`src/rtl/activation_arbiter.sv`:
```
// Round-robin arbiter sharing one combinational activation unit among N neurons.
// Two-stage issue/return pipeline; tagged results are broadcast to all requesters.
module activation_arbiter #(
  parameter int N  = 4,
  parameter int DW = 8,
  parameter int IW = (N > 1) ? $clog2(N) : 1
) (
  input  logic            clk,
  input  logic            rst,
  input  logic [N-1:0]    req,
  input  logic [N*DW-1:0] z_in,
  output logic [N-1:0]    ack,
  output logic [DW-1:0]   act_z,
  input  logic [DW-1:0]   act_a,
  output logic [DW-1:0]   a_out,
  output logic            a_valid,
  output logic [IW-1:0]   a_id,
  output logic            busy
);

  logic [IW-1:0] ptr_q, ptr_d;
  logic          iss_v_q;
  logic [DW-1:0] act_z_q;
  logic [IW-1:0] iss_id_q;
  logic [DW-1:0] a_out_q;
  logic          a_valid_q;
  logic [IW-1:0] a_id_q;

  logic          grant;
  logic [IW-1:0] gnt_idx;

  // Rotating priority search: first set req bit at or after ptr, wrapping.
  always_comb begin
    ack     = '0;
    grant   = 1'b0;
    gnt_idx = '0;
    for (int k = 0; k < N; k++) begin
      int idx_v;
      idx_v = int'(ptr_q) + k;
      if (idx_v >= N) idx_v = idx_v - N;
      if (!grant && req[idx_v]) begin
        grant   = 1'b1;
        gnt_idx = IW'(idx_v);
      end
    end
    if (rst) grant = 1'b0;
    if (grant) ack[gnt_idx] = 1'b1;
  end

  always_comb begin
    ptr_d = ptr_q;
    if (grant) begin
      if (gnt_idx == IW'(N - 1)) ptr_d = '0;
      else                       ptr_d = gnt_idx + IW'(1);
    end
  end

  // Issue stage latches the winner's z; return stage captures the shared unit's result.
  always_ff @(posedge clk) begin
    if (rst) begin
      ptr_q     <= '0;
      iss_v_q   <= 1'b0;
      act_z_q   <= '0;
      iss_id_q  <= '0;
      a_out_q   <= '0;
      a_valid_q <= 1'b0;
      a_id_q    <= '0;
    end else begin
      ptr_q     <= ptr_d;
      iss_v_q   <= grant;
      if (grant) begin
        act_z_q  <= z_in[int'(gnt_idx)*DW +: DW];
        iss_id_q <= gnt_idx;
      end
      a_out_q   <= act_a;
      a_id_q    <= iss_id_q;
      a_valid_q <= iss_v_q;
    end
  end

  assign act_z   = act_z_q;
  assign a_out   = a_out_q;
  assign a_valid = a_valid_q;
  assign a_id    = a_id_q;
  assign busy    = iss_v_q | a_valid_q;

endmodule

```
`config.mk`:
```
export PLATFORM = sky130hd
export DESIGN_NAME = activation_arbiter
export DESIGN_NICKNAME = d
export VERILOG_FILES = /design/src/rtl/activation_arbiter.sv
export SDC_FILE = /design/constraint.sdc
export NUM_CORES = 1
export LEC_CHECK = 0
export CORE_MARGIN = 5
export CORE_UTILIZATION = 36
export DETAILED_ROUTE_END_ITERATION = 10
export GPL_ROUTABILITY_DRIVEN = 0
export GPL_TIMING_DRIVEN = 0
export PLACE_DENSITY = 0.89
export SYNTH_ARGS = -nofsm -noshare
export SYNTH_HDL_FRONTEND = slang
export SYNTH_SLANG_ARGS = --single-unit
```
`constraint.sdc`:
```
create_clock -name clk -period 2.6 [get_ports clk]
set_clock_uncertainty 0.2 [all_clocks]
set_input_delay 0.26 -clock clk [delete_from_list [all_inputs] [get_ports clk]]
set_output_delay 0.26 -clock clk [all_outputs]
set_load 0.03 [all_outputs]
```
==> results of run 1 <==
-- state kept, by name, summed over array words and instances, names as in the netlist --
name / cells
a_id: 2
ptr_q: 2
a_out: 8
act_z: 8
a_valid: 1
iss_id_q: 2
iss_v_q: 1
-- worst paths after layout --
kind	from	end	depth (start not counted)	slack, ps
worst max register to register	ptr_q[1]$_SDFFE_PP0P_	act_z[5]$_SDFFE_PP0P_	7	460
worst min-delay path	iss_id_q[0]$_SDFFE_PP0P_	iss_id_q[0]$_SDFFE_PP0P_	2	270
worst min register to register	iss_id_q[0]$_SDFFE_PP0P_	iss_id_q[0]$_SDFFE_PP0P_	2	270
worst max-delay path	ptr_q[1]$_SDFFE_PP0P_	ack[3]	8	70
-- through the flow --
| stage | hold WS (ps) | cell area [um2] | TNS, ps | total power (uW) | setup WS (ps) |
|---|---|---|---|---|---|
| finish | 266 | 1870 | 0 | 1030 | 71.2 |
| global route | 266 | 1870 | 0 | 1080 | 22.4 |
| CTS | 267 | 1870 | -25.5 | 1040 | -25.5 |
| detailed placement | 249 | 1820 | -1430 | 832 | -502 |
| global placement | 240 | 1820 | -1190 | 821 | -419 |
| floorplan | 171 | 1090 | 0 | 654 | 374 |
-- layout make-up --
cell class	instances	area, um2
Buffer	5	33.8
Clock buffer	4	36.3
Fill cell	249	1110
Inverter	3	11.3
Multi-Input combinational cell	79	576
Sequential cell	24	484
Tap cell	33	41.3
Timing Repair Buffer	70	688
-- cell usage in the layout, fill, tap and decap left out, drive strengths merged --
master | synthesis | final
mux2i | 13 | 13
nor4 | 1 | 1
o22ai | 1 | 1
nand3 | 3 | 3
a22oi | 1 | 1
nand2b | 1 | 1
clkdlybuf4s50 | 0 | 62
nor3 | 1 | 1
a21boi | 1 | 1
nand2 | 9 | 9
clkbuf | 3 | 7
a31oi | 1 | 1
a21oi | 8 | 8
nor2 | 3 | 3
o211a | 1 | 1
or2 | 1 | 1
inv | 3 | 3
dfxtp | 24 | 24
or3b | 1 | 1
o221ai | 6 | 6
and2 | 1 | 1
clkdlybuf4s15 | 0 | 1
o21a | 1 | 1
a211oi | 1 | 1
ha | 1 | 1
nor2b | 11 | 11
buf | 2 | 4
nand3b | 5 | 5
mux2 | 4 | 4
or4 | 1 | 1
o21ai | 2 | 2
dlygate4sd2 | 0 | 5
-- per-layer routing --
metal | part of all wire, % | wire length [um]
met3 | 9.1 | 302
met5 | 0 | 0
met1 | 38 | 1270
met4 | 1.0 | 34
met2 | 51 | 1700
-- what timing repair did --
| action | 4_1_cts | 5_1_grt |
|---|---|---|
| pin swaps | 0 | 0 |
| hold endpoints to repair | 0 | 0 |
| endpoints found under the setup margin | 4 | 1 |
| gates resized for setup | 16 | 3 |
| buffers inserted | 1 | 0 |
-- worst max-delay path, delay by kind of cell, from the launching register on --
family	cells	cell delay, ps
AND/OR/NAND/NOR	2	540
adder cells (fa/ha/maj)	1	170
buffers and inverters	4	520
flip-flops	1	400
AO/OA/AOI/OAI	1	110
-- report_power, final --
group / leakage [uW] / total [uW] / switching (uW) / internal, uW
Clock: 0.0000210 / 198 / 112 / 85.6
Combinational: 0.000539 / 396 / 196 / 200
Sequential: 0.000200 / 433 / 24.6 / 409
Total: 0.000761 / 1030 / 333 / 695
-- logic make-up (layout without fill, tap and decap cells) --
kind of cell               Yosys count  in the layout  synth area share [%]
AOI/OAI and AO/OA                   23             23                  14.8
adders and majority gates            1              1                  1.15
buffers and inverters                8             82                  4.14
DFF                                 24             24                  44.2
muxes                               17             17                  16.1
and+or+nand+nor                     38             38                  19.6
==> PnR_summary.wiki, run 1 <==
{| class="wikitable"
! Metric !! Value
|-
| Layout overhead on the synthesized area || 72.0%
|-
| Post-CTS Hold Buffers || 0
|-
| Most frequently used flop master after synthesis || sky130_fd_sc_hd__dfxtp_1
|-
| IO buf count || 69
|-
| Wire length of the first global-routing pass || 5.26 mm
|-
| Fin. max-slew vios || 0
|-
| Total number of nets in the final design || 233
|-
| Die width || 65.0 um
|-
| Met2 Use GR || 28.5%
|-
| Mean Syn Cell Area || 9.80 um2
|-
| TritonRoute pass-1 iters || 4
|-
| Highest clock frequency the design can meet || 395 MHz
|-
| Final routed wire length divided by cell count || 15.2 um
|-
| Cell type with the highest occurrence count on the critical path || sky130_fd_sc_hd__buf_6
|-
| Largest buffer count on any clock path || 2
|-
| Placeable core region || 2980 um2
|-
| Register bit count reported by yosys || 24
|-
| Run status || finished clean
|-
| Arrival @ worst endpoint || 2070 ps
|-
| Clock tree from TritonCTS || yes
|-
| Largest fanout of any net on the critical path || 10
|-
| Summed instance area of the synthesized netlist || 1090 um2
|-
| Starting Density || 36.5%
|-
| Top cells by area in the synthesized netlist || sky130_fd_sc_hd__dfxtp_1, sky130_fd_sc_hd__mux2i_1, sky130_fd_sc_hd__nor2b_1, sky130_fd_sc_hd__o221ai_1, sky130_fd_sc_hd__a21oi_1
|-
| Total setup violations reported at the end of the flow || 0
|-
| Die area || 4220 um2
|-
| Total via count after detailed routing || 1,137
|-
| CP Launch Type || flop
|-
| Clock latency reported for the late side of the worst-skew pair || 320 ps
|-
| Endpoint required time on the critical path || 2140 ps
|-
| Number of instances in the synthesized netlist || 111
|-
| Transition at the pin with the smallest max-transition slack || 450 ps
|-
| Class of the most critical setup path || reg2out
|-
| Detailed Route Iter0 Violations || 60
|-
| Fin util || 62.8%
|-
| Post-synth ARST share || 0%
|-
| Post-route DRC || 0
|-
| Busiest layer in global routing || met2
|-
| Post-synth net total || 158
|-
| Delay of the slowest critical-path stage || 410 ps
|-
| Die Y || 65.0 um
|-
| Vias in the first global route || 1,126
|-
| Headroom to the max-slew limit || 70.0%
|-
| Library cell with the largest summed area after synthesis || sky130_fd_sc_hd__dfxtp_1
|-
| Ratio of cells with drive above 1 in the final layout || 9.73%
|-
| Post-route antenna net violation count || 0
|-
| HPWL Detailed || 2.63 mm
|-
| Final Hold Vio Count || 0
|-
| GRT Overall Usage || 16.0%
|-
| Unrepaired setup endpoints after global routing || no
|-
| EDFF count, synth || 0
|-
| Total number of yosys warnings || 0
|-
| PwrDens || 549 nW/um2
|-
| # Max-Cap Violations || 0
|-
| Post-CTS clock slew at the launch and capture registers of the worst setup and hold paths || 130 ps
|-
| Cell with the most instances after synthesis || sky130_fd_sc_hd__dfxtp_1
|-
| Cell at the root of the clock tree || sky130_fd_sc_hd__clkbuf_4
|-
| Portion of the clock cycle consumed by the worst path in the final layout || 97.3%
|-
| Synth top cells by count || sky130_fd_sc_hd__dfxtp_1, sky130_fd_sc_hd__mux2i_1, sky130_fd_sc_hd__nor2b_1
|-
| Minimum clock period after layout || 2530 ps
|-
| Antenna Cells || 0
|-
| Met1 demand-to-capacity share in global routing || 18.2%
|-
| Area fraction of the dominant cell type after synthesis || 44.2%
|-
| Type of the tightest min-delay check || reg2reg
|-
| Detailed-route wire length || 3.31 mm
|-
| Number of instances in the placed design || 213
|-
| Final non-filler cell total || 218
|-
| Static leakage || 0.000761 uW
|-
| Standard-cell row count || 20
|-
| Grt total ovfl || 0
|-
| Total CTS buffers || 3
|-
| Unique masters post-synth || 31
|-
| Worst IR drop on VDD || 0.258 mV
|-
| Ordered list of cells on the worst path || or3b_1 > o221ai_1 > buf_6 > buf_6 > inv_2 > ha_1 > and2_1 > buf_2
|-
| Drt via density || 5.22
|-
| Maximum number of pins on one net before global-route repair || 14
|-
| Clock sink total || 24
|-
| Met3 usage in global routing || 4.33%
|-
| Share of synthesized area occupied by flip-flops and latches || 44.2%
|-
| Number of antenna violations at the first check in global routing || 0
|-
| Worst path slowest cell || sky130_fd_sc_hd__or3b_1
|-
| Worst setup EP type || output pin
|-
| CTS HTree Levels || 1
|-
| Number of placed I/O pins || 70
|}
Note: power is estimated with default switching activity, not from simulation.
==> run 2: changes to the inputs <==
- clock period: 2.6 -> 2.4 ns (I/O delays scaled with it)
==> run 2 against run 1 <==
Utilization is 1.4 points higher. Via count is 0.18% higher. Wire length is 2.2% higher. Final cell count is 2.3% higher. Final area is 2.2% higher. Highest routed layer unchanged. Register-to-register slack worse by 270 ps. Sequential power is 8.3% higher. Largest power group unchanged.
==> PnR_summary.wiki, run 2 (same netlist as run 1, synthesis figures left out) <==
{| class="wikitable"
! Metric !! Value
|-
| Total CTS buffers || 3
|-
| Worst setup EP type || output pin
|-
| Vias in the first global route || 1,124
|-
| Total number of nets in the final design || 238
|-
| Die width || 65.0 um
|-
| Final Hold Vio Count || 0
|-
| Minimum clock period after layout || 2340 ps
|-
| Post-CTS clock slew at the launch and capture registers of the worst setup and hold paths || 130 ps
|-
| Standard-cell row count || 20
|-
| Post-CTS Hold Buffers || 0
|-
| Combinational Power Share || 39.7%
|-
| FF+latch area || 485 um2
|-
| Number of instances in the placed design || 213
|-
| Endpoint required time on the critical path || 1960 ps
|-
| Fin. max-slew vios || 0
|-
| Switching fraction of total power || 32.6%
|-
| Static leakage || 0.000780 uW
|-
| Wire length of the first global-routing pass || 5.27 mm
|-
| HPWL Detailed || 2.63 mm
|-
| Drt via density || 5.11
|-
| Clock latency reported for the late side of the worst-skew pair || 320 ps
|-
| Area taken by multi-input logic gates || 587 um2
|-
| Buffers & Inverters on Critical Path || 3
|-
| Worst Hold Margin || 257 ps
|-
| Design internal power || 770 uW
|-
| Transition at the pin with the smallest max-transition slack || 463 ps
|-
| Run status || finished clean
|-
| Ratio of cells with drive above 1 in the final layout || 14.2%
|-
| Total via count after detailed routing || 1,139
|-
| Final routed wire length divided by cell count || 15.2 um
|-
| Highest clock frequency the design can meet || 428 MHz
|-
| Worst path slowest cell || sky130_fd_sc_hd__or3b_1
|-
| GRT Overall Usage || 16.0%
|-
| Die Y || 65.0 um
|-
| Number of placed I/O pins || 70
|-
| Type of the tightest min-delay check || in2reg
|-
| Largest buffer count on any clock path || 2
|-
| Detailed Route Iter0 Violations || 63
|-
| Setup tns final || 0 ps
|-
| Die area || 4220 um2
|-
| Grt total ovfl || 0
|-
| Clock Power Share || 19.2%
|-
| Placeable core region || 2980 um2
|-
| CTS HTree Levels || 1
|-
| Largest fanout of any net on the critical path || 7
|-
| # Max-Cap Violations || 0
|-
| Most frequent standard cell in the layout excluding fill and tap cells || sky130_fd_sc_hd__clkdlybuf4s50_1
|-
| CP Launch Type || flop
|-
| Met1 demand-to-capacity share in global routing || 18.4%
|-
| Busiest layer in global routing || met2
|-
| Class of the most critical setup path || reg2out
|-
| NetSw || 372 uW
|-
| IO buf count || 69
|-
| Ordered list of cells on the worst path || or3b_1 > o221ai_1 > buf_6 > inv_2 > ha_1 > and2_1 > buf_2
|-
| Portion of the clock cycle consumed by the worst path in the final layout || 97.3%
|-
| Total setup violations reported at the end of the flow || 0
|-
| Maximum number of pins on one net before global-route repair || 14
|-
| Post-route antenna net violation count || 0
|-
| Met3 usage in global routing || 4.16%
|-
| Worst IR drop on VDD || 0.283 mV
|-
| Cell at the root of the clock tree || sky130_fd_sc_hd__clkbuf_4
|-
| Clock tree from TritonCTS || yes
|-
| Detailed-route wire length || 3.38 mm
|-
| Post-route DRC || 0
|-
| PwrDens || 597 nW/um2
|-
| Proportion of power drawn by flip-flops and latches || 41.0%
|-
| Headroom to the max-slew limit || 69.1%
|-
| Fillers || 240
|-
| Commonest non-fill, non-tap cells in the layout || sky130_fd_sc_hd__clkdlybuf4s50_1, sky130_fd_sc_hd__dfxtp_1, sky130_fd_sc_hd__mux2i_1
|-
| Delay of the slowest critical-path stage || 400 ps
|-
| Layout overhead on the synthesized area || 75.8%
|-
| Number of antenna violations at the first check in global routing || 0
|-
| Met2 Use GR || 28.5%
|-
| Antenna Cells || 0
|-
| Final non-filler cell total || 223
|-
| Total chip power || 1140 uW
|-
| Starting Density || 36.5%
|-
| Clock sink total || 24
|-
| Category of cells accounting for the largest share of critical-path delay || simple AND/OR/NAND/NOR gates
|-
| TritonRoute pass-1 iters || 4
|-
| Arrival @ worst endpoint || 1900 ps
|}
[run 2: final timing paths]
kind                               to  slack [ps]  cells past startpoint                startpoint
min reg2reg  iss_id_q[0]$_SDFFE_PP0P_         270                      2  iss_id_q[0]$_SDFFE_PP0P_
max                            ack[3]          60                      7     ptr_q[1]$_SDFFE_PP0P_
max reg2reg     act_z[5]$_SDFFE_PP0P_         190                      8     ptr_q[1]$_SDFFE_PP0P_
min               a_out[4]$_SDFF_PP0_         260                      2                  act_a[4]
[run 2: layout make-up]
| class | instances | area share, % |
|---|---|---|
| timing repair buffer | 76 | 38.0 |
| multi-input combinational | 79 | 30.7 |
| sequential | 24 | 25.4 |
| tap | 33 | 2.16 |
| clock buffer | 4 | 1.90 |
| buffer | 4 | 1.18 |
| inverter | 3 | 0.720 |
[run 2: power groups by stage]
stage               Combinational [uW]  Clock (uW)  Sequential [uW]
floorplan                          173           0              536
CTS                                432         222              469
global route                       483         242              474
global placement                   416           0              473
detailed placement                 425           0              476
finish                             454         220              469
[run 2: timing repair]
| item | in CTS | in global routing |
|---|---|---|
| buffers inserted | 1 | 6 |
| gates resized for setup | 20 | 9 |
| endpoints found under the setup margin | 4 | 4 |
| pin swaps | 0 | 1 |
[run 2: stage by stage]
step	cell area [um2]	util, %	setup WS, ps
after detailed placement	1820	61.1	-662
after global routing	1910	64.2	-17.5
after floorplan	1090	-	194
final	1910	64.2	64.8
after global placement	1820	61.1	-579
after CTS	1870	62.8	-205
[run 2: worst register-to-register path, stage by stage, from the launching register on]
cell                       delay (ps)
sky130_fd_sc_hd__dfxtp_4          390
sky130_fd_sc_hd__or3b_1           400
sky130_fd_sc_hd__o221ai_1         110
sky130_fd_sc_hd__buf_6            150
sky130_fd_sc_hd__buf_4            100
sky130_fd_sc_hd__buf_4            180
sky130_fd_sc_hd__mux2_2           350
sky130_fd_sc_hd__a22oi_1          130
sky130_fd_sc_hd__a21oi_1           80
[run 2: per-layer routing]
layer,share of wire (%),wire length (um)
met1,40,1340
met2,50,1700
met4,1.4,47
met3,8.8,297
met5,0,0
